`config.mk`:
```
export PLATFORM = sky130hd
export DESIGN_NAME = imem_boot_loader
export DESIGN_NICKNAME = d
export VERILOG_FILES = /design/src/rtl/imem_pkg.sv /design/src/rtl/imem_boot_loader.sv
export SDC_FILE = /design/constraint.sdc
export NUM_CORES = 1
export LEC_CHECK = 0
export ABC_CLOCK_PERIOD_IN_PS = 1400
export CAP_MARGIN = 20
export CORE_ASPECT_RATIO = 0.75
export CORE_UTILIZATION = 31
export DETAILED_ROUTE_END_ITERATION = 7
export PLACE_DENSITY = 0.76
export SKIP_LAST_GASP = 1
export SYNTH_ARGS = -nofsm -noshare
export SYNTH_HDL_FRONTEND = slang
export SYNTH_SLANG_ARGS = --single-unit
```
`constraint.sdc`:
```
create_clock -name clk -period 1.4 [get_ports clk]
set_input_delay 0.21 -clock clk [delete_from_list [all_inputs] [get_ports clk]]
set_output_delay 0.21 -clock clk [all_outputs]
set_load 0.02 [all_outputs]
```
`src/rtl/imem_pkg.sv`:
```
// rtl/imem_pkg.sv - shared I-MEM geometry and boot FSM state type
package imem_pkg;

    localparam int IMEM_DEPTH  = 64;
    localparam int IMEM_ADDR_W = 6;
    localparam int INSTR_W     = 32;

    typedef enum logic [1:0] {
        BOOT_CLEAR = 2'd0,
        BOOT_LOAD  = 2'd1,
        BOOT_RUN   = 2'd2,
        BOOT_ERROR = 2'd3
    } boot_state_e;

endpackage

```
`src/rtl/imem_boot_loader.sv`:
```
// rtl/imem_boot_loader.sv - I-MEM zero-fill, stream program load, then hand-off to fetch
// Optional load checksum (ld_chk, chk_error) enabled by IMEM_BOOT_LOADER_CHECKSUM_EN.
module imem_boot_loader
    import imem_pkg::*;
#(
    parameter int DEPTH  = IMEM_DEPTH,
    parameter int ADDR_W = IMEM_ADDR_W,
    parameter int DATA_W = INSTR_W,
    parameter int PC_W   = ADDR_W + 2
) (
    input  logic              clk,
    input  logic              reset,
    input  logic              ld_valid,
    input  logic [DATA_W-1:0] ld_data,
    input  logic              ld_last,
`ifdef IMEM_BOOT_LOADER_CHECKSUM_EN
    input  logic [DATA_W-1:0] ld_chk,
    output logic              chk_error,
`endif
    output logic              ld_ready,
    input  logic [PC_W-1:0]   fetch_addr,
    output logic [ADDR_W-1:0] mem_addr,
    output logic [DATA_W-1:0] mem_wdata,
    output logic              mem_we,
    output logic              cpu_stall,
    output logic              boot_done,
    output logic              load_error,
    output logic [ADDR_W:0]   word_count
);

    localparam logic [ADDR_W-1:0] LAST_IDX = ADDR_W'(DEPTH - 1);
    localparam logic [ADDR_W-1:0] ADDR_ONE = ADDR_W'(1);
    localparam logic [ADDR_W:0]   CNT_ONE  = (ADDR_W + 1)'(1);

    boot_state_e       state;
    logic [ADDR_W-1:0] clr_idx;
    logic [ADDR_W-1:0] wr_ptr;
    logic              chk_ok;

    // Byte offset within the fetched word is irrelevant to a word-addressed memory.
    logic unused_fetch_lsbs;
    assign unused_fetch_lsbs = &{1'b0, fetch_addr[1:0]};

`ifdef IMEM_BOOT_LOADER_CHECKSUM_EN
    logic [DATA_W-1:0] chk_acc;
    assign chk_ok = ((chk_acc ^ ld_data) == ld_chk);
`else
    assign chk_ok = 1'b1;
`endif

    always_ff @(posedge clk or posedge reset) begin
        if (reset) begin
            state      <= BOOT_CLEAR;
            clr_idx    <= '0;
            wr_ptr     <= '0;
            word_count <= '0;
`ifdef IMEM_BOOT_LOADER_CHECKSUM_EN
            chk_acc    <= '0;
            chk_error  <= 1'b0;
`endif
        end else begin
            case (state)
                BOOT_CLEAR: begin
                    clr_idx <= clr_idx + ADDR_ONE;
                    if (clr_idx == LAST_IDX)
                        state <= BOOT_LOAD;
                end
                BOOT_LOAD: begin
                    if (ld_valid) begin
                        wr_ptr     <= wr_ptr + ADDR_ONE;
                        word_count <= word_count + CNT_ONE;
`ifdef IMEM_BOOT_LOADER_CHECKSUM_EN
                        chk_acc    <= chk_acc ^ ld_data;
                        if (ld_last && !chk_ok)
                            chk_error <= 1'b1;
`endif
                        // ld_last wins over overflow: a last word in the final slot is legal.
                        if (ld_last)
                            state <= chk_ok ? BOOT_RUN : BOOT_ERROR;
                        else if (wr_ptr == LAST_IDX)
                            state <= BOOT_ERROR;
                    end
                end
                BOOT_RUN:   state <= BOOT_RUN;
                BOOT_ERROR: state <= BOOT_ERROR;
                default:    state <= BOOT_ERROR;
            endcase
        end
    end

    // Outputs are forced to their idle values while reset is held, even though
    // the asynchronously reset state would otherwise drive a CLEAR write.
    always_comb begin
        mem_we     = 1'b0;
        mem_addr   = '0;
        mem_wdata  = '0;
        ld_ready   = 1'b0;
        cpu_stall  = 1'b1;
        boot_done  = 1'b0;
        load_error = 1'b0;
        if (!reset) begin
            case (state)
                BOOT_CLEAR: begin
                    mem_we   = 1'b1;
                    mem_addr = clr_idx;
                end
                BOOT_LOAD: begin
                    ld_ready  = 1'b1;
                    mem_addr  = wr_ptr;
                    mem_we    = ld_valid;
                    mem_wdata = ld_valid ? ld_data : '0;
                end
                BOOT_RUN: begin
                    mem_addr  = fetch_addr[PC_W-1:2];
                    cpu_stall = 1'b0;
                    boot_done = 1'b1;
                end
                BOOT_ERROR: begin
                    load_error = 1'b1;
                end
                default: begin
                    load_error = 1'b1;
                end
            endcase
        end
    end

endmodule

```
Word level (Yosys, flattened, before mapping)
Cells that the tools add are included.
- register bits after elaboration: 21
- input bits: 44
- word-level logic and storage cells: 38
- reduce and logical (&&, ||, !) cells: 3
- muxes and demuxes: 20
- add/sub/neg operators: 3
- eq/ne operators: 8
- operators with widths (cell ; number):
    $mux 32 ; 3
    $pmux 6 s3 ; 1
    $add 6x1->6 const B ; 2
    $eq 6x6->1 const B ; 2
    $mux 1 ; 9
    $mux 2 ; 4
    $pmux 2 s4 ; 1
    $add 7x1->7 const B ; 1
    $mux 6 ; 1
    $eq 2x2->1 const B ; 2
    $ne 2x2->1 const B ; 2
    $ne 3x3->1 const B ; 1
    $reduce_and 3->1 ; 1
    $eq 2x1->1 const B ; 1
    $logic_not 2->1 ; 1
    $pmux 1 s2 ; 1
    $reduce_and 2->1 ; 1

Longest topological paths before layout
- depth after elaboration: 5
- gate-level depth with buffers: 6
- mapped depth without buffers: 4

Worst setup path after synthesis
Ideal clock, no wire load.
- kind: in2out
- start point: in reset
- end point: out boot_done
- cell stages on the path: 4
- required time: 1190 ps
- path slack: -296 ps
- arrival: 1486 ps
- path buffers: 1
- path through: clkbuf_1 inv_1 nand3b_1 inv_1
- longest elaborated chain between the ends: 1
- RTL lines (item ; line ; source):
    start: declaration ; imem_boot_loader.sv:12 ; input logic reset,
    $mux 1 ; imem_boot_loader.sv:101 ; if (!reset) begin
    end: declaration ; imem_boot_loader.sv:26 ; output logic boot_done,
No other way between the ends.

Worst setup path in the final report
- start point: reg state[1]
- end point: out mem_addr[3]
- longest elaborated chain between the ends: 3
- elaborated cells between the ends (all ways): 5
- RTL lines (item ; line ; source):
    start: declaration ; imem_boot_loader.sv:35 ; boot_state_e state;
    start signal: assignment ; imem_boot_loader.sv:79 ; state <= chk_ok ? BOOT_RUN : BOOT_ERROR;
    $eq 2x2->1 (tied with other cells) ; imem_boot_loader.sv:102 ; case (state)
    $pmux 6 s3 (*) ; imem_boot_loader.sv:102 ;
    $mux 6 (*) ; imem_boot_loader.sv:101 ;
    end: declaration ; imem_boot_loader.sv:22 ; output logic [ADDR_W-1:0] mem_addr,
Mark *: on every way between the ends. The rest lies on a longest branch, timed or not.

==> impl_results.md <==
- Status: complete, but fails checks
- DPL Wire Length: 3250 um
- Ys Warns: 0
- Place WS: -0.702 ns
- First-pass GRT wire length: 7490 um
- Post-route setup slack: -0.400 ns
- Largest net degree at the start of global routing: 22
- Worst-path fanout max: 6
- Placer Congestion: 0.834
- Pwr Density: 393 mW/mm^2
- Placed cell areas: 0.00264 mm^2
- Register area: 527 um^2
- Required @ worst endpoint: 1.19 ns
- Min Clock Period, post-route: 1.80 ns
- Core Region: 0.00408 mm^2
- Max Cap Viol: 0
- Final #Nets: 319
- Synth cell types: 28
- Post-route ant nets: 0
- Post-route clock period utilization: 129%
- Worst path arrival time: 1.59 ns
- Synthesis-to-layout area growth: 128%
- Post-route DRC: 0
- RSZ-0062 raised after global routing: yes
- Max Slew Vio Count: 0
- Die width: 77.7 um
- Layout Utilization: 74.6%
- Seq/Total Area, Yosys: 39.5%
- Initial core utilization: 32.6%
- Fmax: 556 MHz
- Multi-input logic area: 977 um^2
- DR vias: 1526
- Root buf cell: clkbuf_8
- Finished Cell Area: 0.00304 mm^2
- Layout Skew: 0.00665 ns
- Worst-Margin Slew: 0.244 ns
- Initial antenna violation count: 0
- Lkg Pwr: 1.51 nW
- IO Pins: 94
- Asr flop ratio synth: 100%
- Worst Setup End Kind: output port
- Layout cells sized above 1: 58.7%
- Slowest stage delay, CP: 0.40 ns
- VDD IR max: 0.520 mV
- Die area: 0.00456 mm^2
- Port-buffer cells: 91
- Post-synthesis net count: 185
- Post-DR wirelength/cell: 16.2 um
- Max clock buf depth: 2
- Post-Route WL: 5270 um
- Die H: 58.8 um
- Number of flops mapped to enable cells by yosys: 0
- Placed insts: 310
- Diodes inserted: 0
- Worst-Skew Late Latency: 0.27 ns
- Mean Syn Cell Area: 9.65 um^2
- Mapped Area: 0.00133 mm^2
- Post-Layout Cell Count: 326
- CTS tree: yes
- Prevailing post-synth register cell: dfrtp_1
- HP Class: input pin to async pin
- Violated checks: setup timing
- CTS buffer count: 3
- Crit path kind: flip-flop to output port
- CP Launch Type: flip-flop
- CP cell instances: buf_6 > buf_6 > mux2i_1 > a2bb2oi_2 > nor2_2 > buf_6
- Fin. Hold Viols: 0
- CP dominant cell by count: buf_6
- Endpoints failing setup: 55
- GRT overflow: 0
- DR iter-0 viols: 73
- Max-slew headroom: 83.3%
- Hold WS: 0.365 ns
- Pre-antenna DRT Iters: 4
- Synthesized flop and latch total: 21
- Clock Sinks: 21
- Vias in the first global route: 1478
- Gate Count Post-Synth: 138
- Reg clk slew, reported paths: 0.08 ns
- H-tree depth: 1
- Vias per cell: 4.68
- Rows: 20
- CP max stage cell: dfrtp_1
- Fillers: 268
- Total GRT Usage: 21.4%
## synthesized netlist by cell type, drive strengths merged (2+ instances only)
cell type,n,area [um^2]
and2,32,200
dfrtp,21,526
xnor2,11,96.3
nor2,10,37.5
nand4,9,56.3
a2bb2oi,6,52.6
buf,6,36.3
mux2i,6,60.1
xor2,5,43.8
and3,4,25.0
nand2,4,15.0
clkbuf,3,12.5
ha,3,37.5
inv,3,11.3
mux2,3,33.8
a21oi,2,10.0
## layout make-up
cell class,count,share of cell area (%)
multi-input cells,105,32.1
flip-flops and latches,21,17.3
well taps,55,2.26
clock buffers,4,1.48
repair buffers,138,46.3
inverters,3,0.494
## per-layer routing
layer  track usage, %  share of wire, %  vias to the layer above
li1                 -                 -                      735
met1             27.6                42                      751
met2             38.8                53                       38
met3             3.88               4.2                        2
met4             2.43              0.36                        0
met5                0                 0                        -
## sequential cells by signal, summed over array words and instances, names as in the netlist
name        flops
wr_ptr          6
state           2
clr_idx         6
word_count      7
## metrics by stage
step | power (W) | setup TNS, ns
floorplan | 0.000653 | -0.594
global placement | 0.000789 | -27.60
detailed placement | 0.000792 | -28.79
CTS | 0.00119 | -14.64
global route | 0.00124 | -18.96
finish | 0.00120 | -15.08
## where the power goes
part	total [W]	leakage (nW)	switching (W)	internal [W]
clock network	0.000407	0.0228	0.000204	0.000203
registers	0.000606	0.277	0	0.000606
logic	0.000182	1.21	0.0000600	0.000122
## worst paths after layout
check / start / endpoint / slack [ns] / depth (start not counted)
min in group clk: word_count[6] / word_count[6] / 0.48 / 1
max: state[1] / mem_addr[3] / -0.40 / 6
min: reset / word_count[4] / 0.36 / 4
max in group asynchronous: reset / state[0] / 0.79 / 4
max reg2reg: state[1] / word_count[1] / -0.24 / 6
min reg2reg: word_count[6] / word_count[6] / 0.48 / 1
## kinds of logic (layout without fill, tap and decap cells)
group	after synthesis	after routing	share of synthesized area, %
xor+xnor	16	16	10.5
compound gates	10	10	5.92
fa+ha+maj	3	3	2.82
buf+inv	12	145	4.51
flops	21	21	39.5
mux	9	9	7.05
simple gates	67	67	29.7
## placed cells by master (no fill, tap or decap), types with 2 or more instances in the layout
master | Yosys | routed
xnor2_2 | 0 | 2
buf_16 | 0 | 2
mux2_4 | 0 | 3
nor2_1 | 10 | 4
nand4_1 | 9 | 9
nand2_4 | 0 | 2
mux2i_2 | 0 | 3
clkdlybuf4s50_1 | 0 | 39
inv_2 | 0 | 2
ha_1 | 3 | 3
mux2i_1 | 6 | 2
buf_2 | 5 | 2
clkbuf_8 | 0 | 3
dfrtp_1 | 21 | 20
xnor2_1 | 11 | 9
xor2_1 | 5 | 5
nand2_1 | 4 | 2
a2bb2oi_2 | 0 | 6
and2_4 | 0 | 32
nor2_2 | 0 | 5
buf_6 | 1 | 53
and3_1 | 4 | 4
buf_4 | 0 | 31
dlygate4sd2_1 | 0 | 9
## worst max-delay path, delay by kind of cell (launching register included)
kind	cells	cell delay [ns]
and+or+nand+nor	1	0.06
AOI/OAI and AO/OA	1	0.19
buffers and inverters	3	0.40
muxes	1	0.27
DFF	1	0.40
## what timing repair did
| item | CTS | global route |
|---|---|---|
| resized for setup | 268 | 63 |
| gates cloned | 3 | 1 |
| pin swaps | 17 | 33 |
| endpoints found under the setup margin | 63 | 59 |
| hold buffers | 0 | 0 |
| buffers inserted | 7 | 5 |
Power figures use the tool's default switching activity.
==> variant 1, RTL diff (same flow settings) <==
Build with the macro `IMEM_BOOT_LOADER_CHECKSUM_EN` defined.
--- a/src/rtl/imem_boot_loader.sv
+++ b/src/rtl/imem_boot_loader.sv
@@ -2,2 +2,4 @@
 // Optional load checksum (ld_chk, chk_error) enabled by IMEM_BOOT_LOADER_CHECKSUM_EN.
+`define IMEM_BOOT_LOADER_CHECKSUM_EN
+
 module imem_boot_loader
Ports: changed (added chk_error and ld_chk); port bits go from 94 to 127. No check against the original RTL was run, so the function may have changed too.
==> variant 1 against the unedited design <==
  * The run still ends with negative setup slack left
  * Sequential cell count grew 33
  * Cell area grew 110%
  * Wire length grew 96%
  * Highest routed layer unchanged
  * Register-to-register slack lost 80 ps
  * Global-route usage shrank 4.1 points
  * Setup slack lost 17 ps
  * Utilization shrank 13 points
  * Area after synthesis grew to 2.5 times the old value
  * Power grew to 3.2 times the old value
==> variant 1: results <==
[sta]
final-setup-viol-count = 73
final_critical_path_setup_slack_ps = -416.6
clock_skew_ps = 5.949

[global_routing]
first_global_vias = 3119
first_pass_grt_wire_length_mm = 15.04
grt_max_degree = 39

[synth]
synth_compound_area_share_pct = 1.875
synthCells = 302
synth_xor_xnor_area_share_pct = 33.03
post_synth_most_frequent_cells = xnor2_1 (57), dfrtp_1 (54), nand2_1 (45)
synth.area.mux_share_pct = 2.812
yosys.area_share.adder_pct = 1.125

[route]
vias = 3048

[critical_path]
timing.critical_path.from = state[0]
critical_path.top_delay_family = buffers and inverters
worstPathArrival_ps = 1610
worst_r2r_endpoint = chk_error
critical_path.reg2reg.startpoint = chk_acc[1]
slowest_delay_ps = 440

[finish]
biggestRegsByFlops = chk_acc x32, word_count x7
fin_cells = 678

[power_and_ir_drop]
peakVddDrop_mv = 0.7912

[clock_network]
clk_latency_ps = 290
cts_root_buf = clkbuf_16
numCtsBuffers = 5

[placed_design]
gpl.final_weighted_congestion = 0.7898
placedCellCount = 632

[outcome]
failed_checks = negative setup slack
status = finished, violations left
-- variant 1: worst min-delay path: stages --
cell,delay [ps]
clkdlybuf4s50_1,440
inv_2,100
buf_12,200
-- variant 1: kinds of logic after synthesis --
logic type,Yosys count
buffers and inverters,18
adder cells (fa/ha/maj),3
AND/OR/NAND/NOR,120
multiplexers,9
XOR/XNOR,88
flip-flops,54
AO/OA/AOI/OAI,10
-- variant 1: final cells by class --
class	instances	area, um2	share of cell area (%)
repair buffers	246	2407	37.59
multi-input cells	230	2267	35.40
flip-flops and latches	54	1351	21.10
well taps	136	170.2	2.657
clock buffers	5	125.1	1.954
clock inverters	3	68.82	1.075
inverters	3	11.26	0.1758
diodes	1	2.502	0.03908
-- variant 1: repair_timing --
item | CTS | global route
resized for setup | 195 | 170
endpoints found under the setup margin | 62 | 88
hold endpoints to repair | 0 | 0
pin swaps | 7 | 47
cloned | 2 | 3
hold buffers | 0 | 0
buffers inserted | 14 | 24
-- variant 1: power by group through the flow --
stage	combinational, mW	sequential (mW)	clock, mW
after floorplan	0.250	1.59	0
after global placement	0.597	1.59	0
after detailed placement	0.609	1.59	0
after CTS	0.612	1.56	1.62
after global routing	0.670	1.56	1.71
final	0.630	1.56	1.59
-- variant 1: how the worst max path moves through the flow --
stage | end | cells past startpoint
after CTS | mem_addr[1] | 6
after global placement | state[0] | 7
after global routing | chk_error | 7
final | mem_wdata[26] | 7
after floorplan | boot_done | 5
after detailed placement | state[0] | 7
-- variant 1: routing by layer --
| metal | global-route usage, % | up-vias | share of wire (%) |
|---|---|---|---|
| li1 | - | 1501 | - |
| met1 | 21.46 | 1468 | 44 |
| met2 | 31.40 | 75 | 51 |
| met3 | 3.420 | 4 | 4.3 |
| met4 | 2.058 | 0 | 0.59 |
| met5 | 0 | - | 0 |
==> variant 2, RTL diff (same flow settings) <==
Made on the original files. Reset style: synchronous (`reset`), changed in one clocked block. Comments in the files are not updated.
--- a/src/rtl/imem_boot_loader.sv
+++ b/src/rtl/imem_boot_loader.sv
@@ -50,3 +50,3 @@
 
-    always_ff @(posedge clk or posedge reset) begin
+    always_ff @(posedge clk) begin
         if (reset) begin
Behaviour: same outputs for any inputs over 10 cycles, from zero or initial values and one cycle with reset high; that may be too few to reach the edited logic, so the function may still have changed.
==> variant 2 against the unedited design <==
  * The flow still finishes with violations (negative setup slack)
  * First-iteration DRC count is 60% lower
  * Count of clock-buffer cells in the layout shrank 1
  * Sequential cell count unchanged
  * Wire length is 10% lower
  * Power up 4.4%
  * Setup slack improved by 150 ps
  * Area after synthesis rose by 5.5%
  * Cell area rose by 0.33%
  * Combinational power rose by 32%
  * Clock skew fell by 5.9 ps
  * Sequential share of layout area down 3.3 points
  * Critical path type unchanged
==> variant 2: results <==
[finish]
fraction_of_layout_cells_with_a_size_suffix_above_1_pct = 55.84
fillers = 297

[route]
wl_met1_mm = 1.939
initialDrtViolationCount = 29
route.met3.wl_um = 367

[global_routing]
globalRouteMet3Util_pct = 5.649
grtUsageTotal_pct = 18.14
grt_max_degree = 13
first_pass_grt_wire_length_mm = 6.872

[outcome]
status = finished, violations left
failed_checks = negative setup slack

[critical_path]
critical_path.reg2reg.startpoint = state[1]
reg2reg_setup_slack_ps = -60
slowest_stage = dfxtp_4
crit_path_end = mem_addr[0]
cp_max_fo = 9

[placed_design]
preCtsSetupSlack_ps = -707.2

[synth]
synth.distinct_cells = 37
post_synth_most_frequent_cells = and2_1 (33), dfxtp_1 (21), nor2_1 (17)
asyncSetResetFlopFracSynth_pct = 0

[sta]
final-setup-viol-count = 42
final_critical_path_setup_slack_ps = -254.6
hold_slack_ps = 392.8

[power_and_ir_drop]
clock_power_share_pct = 32.2
power_switching_share_pct = 23.64
seq_power_share_pct = 48.5
## variant 2: changes by cell type after synthesis, moves of 6 or more
cell,unedited run,this run
a21oi_1,2,10
nand3_1,0,6
nor2_1,10,17
or3_1,0,6
dfxtp_1,0,21
xnor2_1,11,2
a2bb2oi_1,6,0
dfrtp_1,21,0
o21ai_0,0,8
nand2_1,4,10
## variant 2: cell type report
cell class              count  area, um2  share of cell area, %
well taps                  55      68.82                  2.255
flip-flops and latches     21      429.2                  14.06
inverters                   4      18.77                 0.6150
clock inverters             1      5.005                 0.1640
repair buffers            141       1365                  44.73
multi-input cells         138       1124                  36.82
clock buffers               3      41.29                  1.353
## variant 2: cell families after synthesis
logic type      Yosys count  share of synthesized area [%]
compound gates           29                          12.48
simple gates             91                          38.24
fa+ha+maj                 3                          2.674
buf+inv                  16                          5.793
xor+xnor                  6                          3.743
mux                       9                          7.130
flops                    21                          29.95
## variant 2: tightest hold or removal path, delay by kind of cell
kind            cells  cell delay (ps)
buf+inv             2              320
compound gates      1               90
## variant 2: what timing repair did
item | 4_1_cts | 5_1_grt
buffers inserted | 9 | 2
gates resized for setup | 295 | 45
gates cloned | 2 | 1
endpoints found under the setup margin | 55 | 53
pin swaps | 19 | 32
hold endpoints to repair | 0 | 0
## variant 2: through the flow
| step | instance area (um2) | power, mW | TNS [ps] | std cells |
|---|---|---|---|---|
| floorplan | 1421 | 0.6880 | 0 | 175 |
| global placement | 2618 | 0.8426 | -30160 | 345 |
| detailed placement | 2618 | 0.8451 | -30660 | 345 |
| CTS | 2887 | 1.239 | -10120 | 360 |
| global route | 3052 | 1.299 | -12090 | 363 |
| finish | 3052 | 1.248 | -8718 | 363 |
